**src/rtl/muldiv_pkg.sv**
```systemverilog
// Shared types for the HI/LO multiply/divide sequencer: op codes, FSM states
// and the fixed iteration count of the radix-2 algorithms.
package muldiv_pkg;

  localparam int ITERATIONS = 32;
  localparam int CNT_W      = 6;

  typedef enum logic [1:0] {
    MULT  = 2'd0,
    MULTU = 2'd1,
    DIV   = 2'd2,
    DIVU  = 2'd3
  } op_e;

  typedef enum logic [1:0] {
    IDLE  = 2'd0,
    CALC  = 2'd1,
    FIXUP = 2'd2
  } state_e;

  function automatic logic op_is_div(input op_e op);
    return (op == DIV) || (op == DIVU);
  endfunction

  function automatic logic op_is_signed(input op_e op);
    return (op == MULT) || (op == DIV);
  endfunction

endpackage

```
**src/rtl/muldiv_sequencer_if.sv**
```systemverilog
// Execute-stage <-> multiply/divide sequencer bundle, plus FSM state for debug.
interface muldiv_sequencer_if;
  import muldiv_pkg::*;

  // start is a single-cycle request: it is taken only when the sequencer is
  // idle and no flush is present; otherwise stall stays high and execute must
  // hold start (and any MTHI/MTLO/MFHI/MFLO) until stall drops.
  logic        start;
  op_e         op;
  logic [31:0] operandA;
  logic [31:0] operandB;
  logic        flush;
  logic        writeHi;
  logic        writeLo;
  logic [31:0] writeData;
  logic        readHiLo;
  logic [31:0] hi;
  logic [31:0] lo;
  logic        busy;
  logic        done;
  logic        divByZero;
  logic        stall;
  state_e      dbg_state;

  modport master (
    output start, op, operandA, operandB, flush, writeHi, writeLo, writeData, readHiLo,
    input  hi, lo, busy, done, divByZero, stall, dbg_state
  );

  modport slave (
    input  start, op, operandA, operandB, flush, writeHi, writeLo, writeData, readHiLo,
    output hi, lo, busy, done, divByZero, stall, dbg_state
  );

endinterface

```
**src/rtl/muldiv_step.sv**
```systemverilog
// One radix-2 iteration: shift-add multiply or restoring divide on a 64-bit
// accumulator. Multiply keeps the multiplier in the low half; divide keeps the
// partial remainder high and builds the quotient low.
module muldiv_step (
  input  logic        i_is_div,
  input  logic [63:0] i_acc,
  input  logic [31:0] i_operand,
  output logic [63:0] o_acc
);

  logic [32:0] w_sum;
  logic [32:0] w_rem;
  logic        w_ge;
  logic [31:0] w_diff;

  always_comb begin
    w_sum  = {1'b0, i_acc[63:32]} + {1'b0, i_operand};
    // Shifted remainder needs 33 bits; the difference always fits in 32.
    w_rem  = i_acc[63:31];
    w_ge   = (w_rem >= {1'b0, i_operand});
    w_diff = i_acc[62:31] - i_operand;
    o_acc  = i_acc;
    if (i_is_div) begin
      if (w_ge) o_acc = {w_diff, i_acc[30:0], 1'b1};
      else      o_acc = {i_acc[62:0], 1'b0};
    end else if (i_acc[0]) begin
      o_acc = {w_sum, i_acc[31:1]};
    end else begin
      o_acc = {1'b0, i_acc[63:1]};
    end
  end

endmodule

```
**src/rtl/muldiv_sequencer.sv**
```systemverilog
// HI/LO owner beside the execute ALU: 32-step multiply/divide with sign fixup,
// MTHI/MTLO writes and a stall for any HI/LO access while an op is in flight.
module muldiv_sequencer
  import muldiv_pkg::*;
(
  input  logic              clk,
  input  logic              reset,
  muldiv_sequencer_if.slave bus
);

  state_e           r_state;
  logic [CNT_W-1:0] r_count;
  op_e              r_op;
  logic             r_sign_a;
  logic             r_neg;
  logic [63:0]      r_acc;
  logic [31:0]      r_operand;
  logic [31:0]      r_hi;
  logic [31:0]      r_lo;
  logic             r_busy;
  logic             r_done;
  logic             r_dbz;

  logic             w_signed;
  logic             w_is_div;
  logic [31:0]      w_abs_a;
  logic [31:0]      w_abs_b;
  logic             w_accept;
  logic [63:0]      w_step_acc;
  logic [31:0]      w_fix_hi;
  logic [31:0]      w_fix_lo;
  logic [63:0]      w_prod;

  assign w_signed = op_is_signed(bus.op);
  assign w_is_div = op_is_div(bus.op);
  assign w_abs_a  = (w_signed && bus.operandA[31]) ? (~bus.operandA + 32'd1) : bus.operandA;
  assign w_abs_b  = (w_signed && bus.operandB[31]) ? (~bus.operandB + 32'd1) : bus.operandB;
  assign w_accept = bus.start && !bus.flush && (r_state == IDLE);

  muldiv_step u_step (
    .i_is_div  (op_is_div(r_op)),
    .i_acc     (r_acc),
    .i_operand (r_operand),
    .o_acc     (w_step_acc)
  );

  // Quotient sign follows operand sign mismatch; remainder follows the dividend.
  always_comb begin
    w_prod   = r_neg ? (~r_acc + 64'd1) : r_acc;
    w_fix_hi = w_prod[63:32];
    w_fix_lo = w_prod[31:0];
    if (op_is_div(r_op)) begin
      w_fix_lo = r_neg    ? (~r_acc[31:0]  + 32'd1) : r_acc[31:0];
      w_fix_hi = r_sign_a ? (~r_acc[63:32] + 32'd1) : r_acc[63:32];
    end
  end

  always_ff @(posedge clk or negedge reset) begin
    if (!reset) begin
      r_state   <= IDLE;
      r_count   <= '0;
      r_op      <= MULTU;
      r_sign_a  <= 1'b0;
      r_neg     <= 1'b0;
      r_acc     <= '0;
      r_operand <= '0;
      r_hi      <= '0;
      r_lo      <= '0;
      r_busy    <= 1'b0;
      r_done    <= 1'b0;
      r_dbz     <= 1'b0;
    end else begin
      r_done <= 1'b0;
      case (r_state)
        IDLE: begin
          if (w_accept) begin
            r_state   <= CALC;
            r_busy    <= 1'b1;
            r_count   <= '0;
            r_op      <= bus.op;
            r_sign_a  <= w_signed & bus.operandA[31];
            r_neg     <= w_signed & (bus.operandA[31] ^ bus.operandB[31]);
            r_dbz     <= w_is_div && (bus.operandB == 32'd0);
            r_acc     <= {32'd0, w_is_div ? w_abs_a : w_abs_b};
            r_operand <= w_is_div ? w_abs_b : w_abs_a;
          end else if (!bus.start) begin
            if (bus.writeHi) r_hi <= bus.writeData;
            if (bus.writeLo) r_lo <= bus.writeData;
          end
        end
        CALC: begin
          if (bus.flush) begin
            r_state <= IDLE;
            r_busy  <= 1'b0;
            r_count <= '0;
          end else begin
            r_acc   <= w_step_acc;
            r_count <= r_count + 1'b1;
            if (r_count == CNT_W'(ITERATIONS - 1)) r_state <= FIXUP;
          end
        end
        FIXUP: begin
          r_state <= IDLE;
          r_busy  <= 1'b0;
          r_count <= '0;
          if (!bus.flush) begin
            r_hi   <= w_fix_hi;
            r_lo   <= w_fix_lo;
            r_done <= 1'b1;
          end
        end
        default: r_state <= IDLE;
      endcase
    end
  end

  assign bus.hi        = r_hi;
  assign bus.lo        = r_lo;
  assign bus.busy      = r_busy;
  assign bus.done      = r_done;
  assign bus.divByZero = r_dbz;
  assign bus.dbg_state = r_state;
  assign bus.stall     = r_busy && (bus.start || bus.readHiLo || bus.writeHi || bus.writeLo);

endmodule
```
**src/flat_wrapper.sv**
```systemverilog
// flat-port wrapper written by rule: the top's interface ports become plain ports
module muldiv_sequencer_flat import muldiv_pkg::*;
  (clk, reset, bus_start, bus_op, bus_operandA, bus_operandB, bus_flush, bus_writeHi, bus_writeLo, bus_writeData, bus_readHiLo, bus_hi, bus_lo, bus_busy, bus_done, bus_divByZero, bus_stall, bus_dbg_state);
  muldiv_sequencer_if bus_i ();
  input  logic clk;
  input  logic reset;
  input wire logic [$bits(bus_i.start)-1:0] bus_start;
  input wire logic [$bits(bus_i.op)-1:0] bus_op;
  input wire logic [$bits(bus_i.operandA)-1:0] bus_operandA;
  input wire logic [$bits(bus_i.operandB)-1:0] bus_operandB;
  input wire logic [$bits(bus_i.flush)-1:0] bus_flush;
  input wire logic [$bits(bus_i.writeHi)-1:0] bus_writeHi;
  input wire logic [$bits(bus_i.writeLo)-1:0] bus_writeLo;
  input wire logic [$bits(bus_i.writeData)-1:0] bus_writeData;
  input wire logic [$bits(bus_i.readHiLo)-1:0] bus_readHiLo;
  output wire logic [$bits(bus_i.hi)-1:0] bus_hi;
  output wire logic [$bits(bus_i.lo)-1:0] bus_lo;
  output wire logic [$bits(bus_i.busy)-1:0] bus_busy;
  output wire logic [$bits(bus_i.done)-1:0] bus_done;
  output wire logic [$bits(bus_i.divByZero)-1:0] bus_divByZero;
  output wire logic [$bits(bus_i.stall)-1:0] bus_stall;
  output wire logic [$bits(bus_i.dbg_state)-1:0] bus_dbg_state;
  assign bus_i.start = bus_start;
  assign bus_i.op = bus_op;
  assign bus_i.operandA = bus_operandA;
  assign bus_i.operandB = bus_operandB;
  assign bus_i.flush = bus_flush;
  assign bus_i.writeHi = bus_writeHi;
  assign bus_i.writeLo = bus_writeLo;
  assign bus_i.writeData = bus_writeData;
  assign bus_i.readHiLo = bus_readHiLo;
  assign bus_hi = bus_i.hi;
  assign bus_lo = bus_i.lo;
  assign bus_busy = bus_i.busy;
  assign bus_done = bus_i.done;
  assign bus_divByZero = bus_i.divByZero;
  assign bus_stall = bus_i.stall;
  assign bus_dbg_state = bus_i.dbg_state;
  muldiv_sequencer u_core (.clk(clk), .reset(reset), .bus(bus_i));
endmodule
```
**config.mk**
```make
export PLATFORM = sky130hd
export DESIGN_NAME = muldiv_sequencer_flat
export DESIGN_NICKNAME = d
export VERILOG_FILES = /design/src/rtl/muldiv_pkg.sv /design/src/rtl/muldiv_sequencer_if.sv /design/src/rtl/muldiv_step.sv /design/src/rtl/muldiv_sequencer.sv /design/src/flat_wrapper.sv
export SDC_FILE = /design/constraint.sdc
export NUM_CORES = 1
export LEC_CHECK = 0
export CAP_MARGIN = 20
export CORE_UTILIZATION = 34
export CTS_CLUSTER_SIZE = 8
export DETAILED_ROUTE_END_ITERATION = 7
export PLACE_DENSITY = 0.51
export SLEW_MARGIN = 25
export SYNTH_ARGS = -nofsm -noshare
export SYNTH_HDL_FRONTEND = slang
export SYNTH_SLANG_ARGS = --single-unit
```
**constraint.sdc**
```tcl
create_clock -name clk -period 5.7 [get_ports clk]
set_input_delay 1.14 -clock clk [delete_from_list [all_inputs] [get_ports clk]]
set_output_delay 1.14 -clock clk [all_outputs]
set_load 0.02 [all_outputs]
```
* Word-level counts from Yosys, hierarchy flattened
Cells that the tools add are included.
** Storage, ports and cells
- Bits in registers :: 175
- Bits in latches :: 0
- Bits in writable memories :: 0
- Memory bits (read-only) :: 0
- Bits of input ports :: 105
- Output and inout port bits :: 70
- Word-level logic and storage cells :: 108
- Memories :: 0
** Cells by class
- $add $sub $neg :: 8
- Multiply operators :: 0
- Div/mod/pow operators :: 0
- Magnitude comparators :: 1
- Eq/ne operators :: 16
- Shift operators :: 0
- Mux-type cells :: 37
- Bitwise logic cells :: 8
- Reduce and logical (&&, ||, !) cells :: 26
** Operator list (count)
- 32-bit 2-to-1 mux :: 16
- 64-bit 2-to-1 mux :: 6
- 32-bit by 1-bit adder with 32-bit output (second input constant) :: 4
- 32-bit inverter :: 4
- 32-bit one-hot mux with 2 select lines :: 2
- 64-bit one-hot mux with 2 select lines :: 1
- 64-bit by 1-bit adder with 64-bit output (second input constant) :: 1
- 64-bit inverter :: 1
- 32-bit by 32-bit adder with 33-bit output :: 1
- 33-bit by 32-bit >= comparator with 1-bit output :: 1
- 32-bit zero test :: 1
- 32-bit subtractor :: 1
- 6-bit one-hot mux with 3 select lines :: 1
- 2-bit inequality test (second input constant) :: 7
- 6-bit 2-to-1 mux :: 2
- 2-bit equality test (second input constant) :: 5
- 5-bit AND reduction :: 2
- 6-bit by 1-bit adder with 6-bit output (second input constant) :: 1
- 6-bit by 5-bit equality test with 1-bit output (second input constant) :: 1
- 1-bit logical AND :: 6
- 1-bit logical OR :: 6
- 2-bit 2-to-1 mux :: 3
- 2-bit AND reduction :: 3
- 3-bit AND reduction :: 2
- other kinds (12) :: 18

* Logic depth before layout (Yosys ltp)
- Depth in word-level cells :: 7
- Mapped depth :: 14
- Gate-level depth less buffers :: 13

* Hierarchy
A second synthesis with hierarchy kept.
** Unflattened totals
- Cell total of the unflattened synthesis :: 2057
- Area total of the unflattened synthesis :: 15951.5 µm²
** By module, submodules not included
- muldiv_sequencer :: times used 1, cells each 1324, area an instance 10941.7 µm², sequential area each 4354.2 µm²
- muldiv_step :: times used 1, cells each 733, area an instance 5009.8 µm², sequential area each 0.0 µm²

* Worst setup path before layout
No wires, ideal clock.
- Path type :: input to register
- Start :: in bus_operandB[14]
- End :: reg u_core.r_acc[29]
- Library setup time :: 0.137 ns
- Data arrival time :: 3.152 ns
- Required time :: 5.563 ns
- Slack :: 2.411 ns
- Stages on the path :: 9
- Path buffers :: 0
- Cells stage by stage :: or4_1 > nor4b_2 > nand3b_1 > nor3_1 > a21o_1 > xor2_1 > mux2i_1 > o21ai_0 > a21oi_1
** On the way
- Longest elaborated chain between the ends :: 6
** RTL lines
- start, declared :: RTL line flat_wrapper.sv:10 : input wire logic [$bits(bus_i.operandB)-1:0] bus_operandB;
- 32-bit inverter :: RTL line muldiv_sequencer.sv:37 : assign w_abs_b = (w_signed && bus.operandB[31]) ? (~bus.operandB + 32'd1) : bus.operandB;
- 32-bit by 1-bit adder with 32-bit output :: RTL line muldiv_sequencer.sv:37
- 32-bit 2-to-1 mux :: RTL line muldiv_sequencer.sv:37
- 32-bit 2-to-1 mux :: RTL line muldiv_sequencer.sv:84 : r_acc <= {32'd0, w_is_div ? w_abs_a : w_abs_b};
- 64-bit 2-to-1 mux :: RTL line muldiv_sequencer.sv:76 : if (w_accept) begin
- 64-bit one-hot mux with 2 select lines :: RTL line muldiv_sequencer.sv:74 : case (r_state)
- end signal, assigned :: RTL line muldiv_sequencer.sv:84
- end signal, assigned :: RTL line muldiv_sequencer.sv:97 : r_acc <= w_step_acc;
- end, declared :: RTL line muldiv_sequencer.sv:16 : logic [63:0] r_acc;
No other way between the ends. The select of a mux whose other input is x is not followed.
A chain may end at the register's enable or synchronous reset.

* Worst setup path after layout
- Start :: reg u_core.r_operand[16]
- End :: reg u_core.r_acc[49]
** On the way
- Longest elaborated chain between the ends :: 5
- Elaborated cells between the ends (all ways) :: 8
- Classes of those cells :: add/sub: 2; order compare: 1; mux: 5
** RTL lines
- start, declared :: RTL line muldiv_sequencer.sv:17 : logic [31:0] r_operand;
- start signal, assigned :: RTL line muldiv_sequencer.sv:85 : r_operand <= w_is_div ? w_abs_b : w_abs_a;
- 32-bit by 32-bit adder with 33-bit output, or another cell as far along :: RTL line muldiv_step.sv:17 : w_sum = {1'b0, i_acc[63:32]} + {1'b0, i_operand};
- 64-bit 2-to-1 mux (on tied branches) :: RTL line muldiv_step.sv:26, muldiv_step.sv:24
- 64-bit 2-to-1 mux (*) :: RTL line muldiv_step.sv:23 : if (i_is_div) begin
- 64-bit 2-to-1 mux (*) :: RTL line muldiv_sequencer.sv:92 : if (bus.flush) begin
- 64-bit one-hot mux with 2 select lines (*) :: RTL line muldiv_sequencer.sv:74
Mark *: on every way between the ends. The rest lies on a longest branch, timed or not. The select of a mux whose other input is x is not followed.

==> summary.txt <==
Yosys
  • Warnings, synthesis: 0
  • Register area share after synthesis: 27.9%
  • Yosys reg bits: 174
  • Syn_nets: 2187
  • Async SR Flop Fraction: 100%
  • Syn Inst Count: 2007
  • Count of cell types in the netlist: 94
  • Post-synth top flop: dfrtp_1
  • Avg Cell Area, Syn: 7.77 µm²
  • Post-synth EDFFs: 0
  • Synth Cell Area: 15600 µm²

GRT
  • Vias in the first global route: 14700
  • Initial antenna violation count: 1
  • GRT Util Overall: 26.0%
  • Global-route wire length before repair: 92900 µm
  • GRT overflow: 0
  • Pin count of the biggest net entering global routing: 92

Clocking
  • Post-cts resize count: 0
  • Number of H-tree levels: 4
  • Root Driver: clkbuf_16
  • Setup Buffers After CTS: 0
  • Bufs on Longest Clock Path: 2
  • Hold buffers post-CTS: 0
  • CTS tree: done
  • Clock Latency Late Sink: 0.46 ns
  • CTS Sinks: 174
  • Cts bufs inserted: 17
  • Clock transition at path regs: 0.08 ns

Floorplan
  • Initial core utilization: 34.4%
  • Width of the die: 216 µm
  • Die height: 216 µm
  • Site Rows: 78
  • CORE AREA: 45300 µm²
  • Full die area: 46700 µm²
  • IO Pins: 175

Timing
  • Setup Skew: 0.0169 ns
  • Fin. Hold Viols: 0
  • Tcrit/Tclk final: 73.5%
  • Sum Neg Setup Slack: 0 ns
  • Slew Viols, Final: 0
  • RSZ-0062 raised after global routing: no
  • Worst slew pin tran: 1.00 ns
  • Fin crit period: 4.19 ns
  • Final setup viols: 0
  • Fmax: 239 MHz
  • Slew Limit Headroom: 33.1%

Power and ir drop
  • Lkg Pwr: 7.49 nW
  • Power per Cell Area: 578 nW/µm²
  • Total power: 10.6 mW
  • Max IR drop VDD: 0.000236 V

Min path
  • Hold EP: u_core.bus.hi[16]$_DFFE_PN0P_
  • HP Start: u_core.bus.hi[16]$_DFFE_PN0P_
  • Hold Crit Class: reg -> reg
  • Min-Delay Path Depth: 2

Drt
  • Initial DRT Pass Iterations: 6
  • Drt total wl: 61200 µm
  • Via count: 15700
  • ANT nets after route: 0
  • DRT iter0 DRCs: 1460
  • DRC errors left: 0
  • Vias per cell: 5.77
  • DR WL/cell: 22.6 µm

Setup path
  • Critical path peak fanout: 34
  • Setup crit end kind: flip-flop
  • FF-to-FF path depth: 10
  • Crit path kind: reg -> reg
  • CP max stage delay: 0.71 ns
  • Required time of the critical path: 6.10 ns
  • Arrival time worst endpoint: 4.59 ns
  • Critical path cell sequence: inv_1, ha_1, nand2_1, nor4_1, nor4b_1, a31oi_1, nor2b_2, buf_4, o311ai_0, a32o_1
  • Reg2reg end: u_core.r_acc[49]$_DFFE_PN0P_
  • Reg2reg setup slack: 1.51 ns
  • Slowest cell on crit path: nor4_1
  • R2r startpoint: u_core.r_operand[16]$_DFFE_PN0P_
  • Startpoint Class: flip-flop

Placed design
  • PortBufs: 174
  • Final HPWL DP: 47100 µm
  • Final GP Congestion: 0.934

Flow run
  • Max Cap Viol: 0

Finish
  • Most common cell after layout, fill and taps aside: nand2_1
  • Share of layout cells above drive strength 1: 5.92%
  • Fin nets: 2280
  • Area grow syn2layout: 17.7%
  • Commonest cells after routing, fill and taps aside: nand2_1, o21ai_0, a21oi_1

Status
  • Status: complete, no violations
[synth_stat cells (12+ instances only)]
| cell | instances | area [µm²] |
|---|---|---|
| a211oi_1 | 57 | 428 |
| a21o_1 | 44 | 330 |
| a21oi_1 | 195 | 976 |
| a31oi_1 | 21 | 131 |
| and2_1 | 15 | 93.8 |
| clkbuf_1 | 95 | 357 |
| dfrtp_1 | 174 | 4350 |
| ha_1 | 73 | 913 |
| inv_1 | 72 | 270 |
| mux2_2 | 25 | 282 |
| mux2i_1 | 31 | 310 |
| nand2_1 | 236 | 886 |
| nand2b_1 | 19 | 119 |
| nand3_1 | 33 | 165 |
| nor2_1 | 173 | 649 |
| nor2b_1 | 21 | 131 |
| nor3_1 | 32 | 160 |
| nor4_1 | 19 | 119 |
| o211ai_1 | 21 | 158 |
| o21ai_0 | 206 | 1030 |
| o31ai_1 | 25 | 188 |
| o41ai_1 | 12 | 105 |
| or3_1 | 16 | 100 |
| xnor2_1 | 103 | 902 |
| xor2_1 | 72 | 631 |
[critical path: cells and delay by family (launching register included)]
kind	cells	cell delay (ns)
adders and majority gates	1	0.48
and+or+nand+nor	4	1.69
DFF	1	0.50
buffers and inverters	2	0.52
AOI/OAI and AO/OA	3	0.94
[registers in the layout, summed over array words and instances, names as in the netlist]
register              cells
u_core.bus.divByZero      1
u_core.r_neg              1
u_core.bus.done           1
u_core.bus.busy           1
u_core.r_op               1
u_core.bus.hi            32
u_core.bus.lo            32
u_core.r_operand         32
u_core.bus.dbg_state      2
u_core.r_sign_a           1
u_core.r_count            6
u_core.r_acc             64
[through the flow]
step,setup slack (ns),instances,hold slack (ns),instance area [µm²],util (%)
finish,1.51,2714,0.480,18300,40.5
global route,1.45,2713,0.502,18300,40.5
CTS,1.71,2712,0.486,18300,40.4
detailed placement,1.36,2680,0.470,17800,39.2
global placement,1.36,2680,0.463,17800,39.2
floorplan,2.41,2007,0.478,15600,-
[power by group]
| group | internal, mW | leakage (nW) | switching, mW |
|---|---|---|---|
| registers | 1.75 | 2.17 | 0.875 |
| clock network | 0.580 | 0.260 | 0.591 |
| logic | 2.68 | 5.06 | 4.12 |
| total | 5.01 | 7.49 | 5.59 |
[cell type report]
cell class,count,area (µm²)
Fill cell,4697,26900
Multi-Input combinational cell,1635,10400
Sequential cell,174,4360
Clock inverter,12,100
Tap cell,600,751
Clock buffer,20,447
Timing Repair Buffer,199,1960
Antenna cell,1,2.50
Inverter,73,274
[cell families (layout without fill, tap and decap cells)]
kind of cell	count (synthesis)	count (layout)	synth area share [%]
buffers and inverters	198	304	5.29
flip-flops	174	174	27.9
XOR/XNOR	175	175	9.83
other	0	1	0
multiplexers	56	56	3.80
AND/OR/NAND/NOR	646	646	19.9
adder cells (fa/ha/maj)	75	75	6.12
AO/OA/AOI/OAI	683	683	27.1
[routing by layer]
metal  global-route usage (%)  part of all wire, %  up-vias
li1                         -                    -     7444
met1                     37.9                   48     7546
met2                     39.6                   43      589
met3                     3.42                  6.1       72
met4                     8.00                  2.6        2
met5                        0                0.028        -
[worst max path at each step]
stage | start | depth (start not counted) | to
floorplan | bus_operandB[14] | 9 | u_core.r_acc[29]$_DFFE_PN0P_
global placement | bus_operandB[2] | 8 | u_core.r_operand[14]$_DFFE_PN0P_
detailed placement | bus_operandB[4] | 8 | u_core.r_operand[14]$_DFFE_PN0P_
CTS | u_core.r_operand[16]$_DFFE_PN0P_ | 10 | u_core.r_acc[49]$_DFFE_PN0P_
global route | u_core.r_operand[16]$_DFFE_PN0P_ | 10 | u_core.r_acc[39]$_DFFE_PN0P_
finish | u_core.r_operand[16]$_DFFE_PN0P_ | 10 | u_core.r_acc[49]$_DFFE_PN0P_
Power figures use the tool's default switching activity.
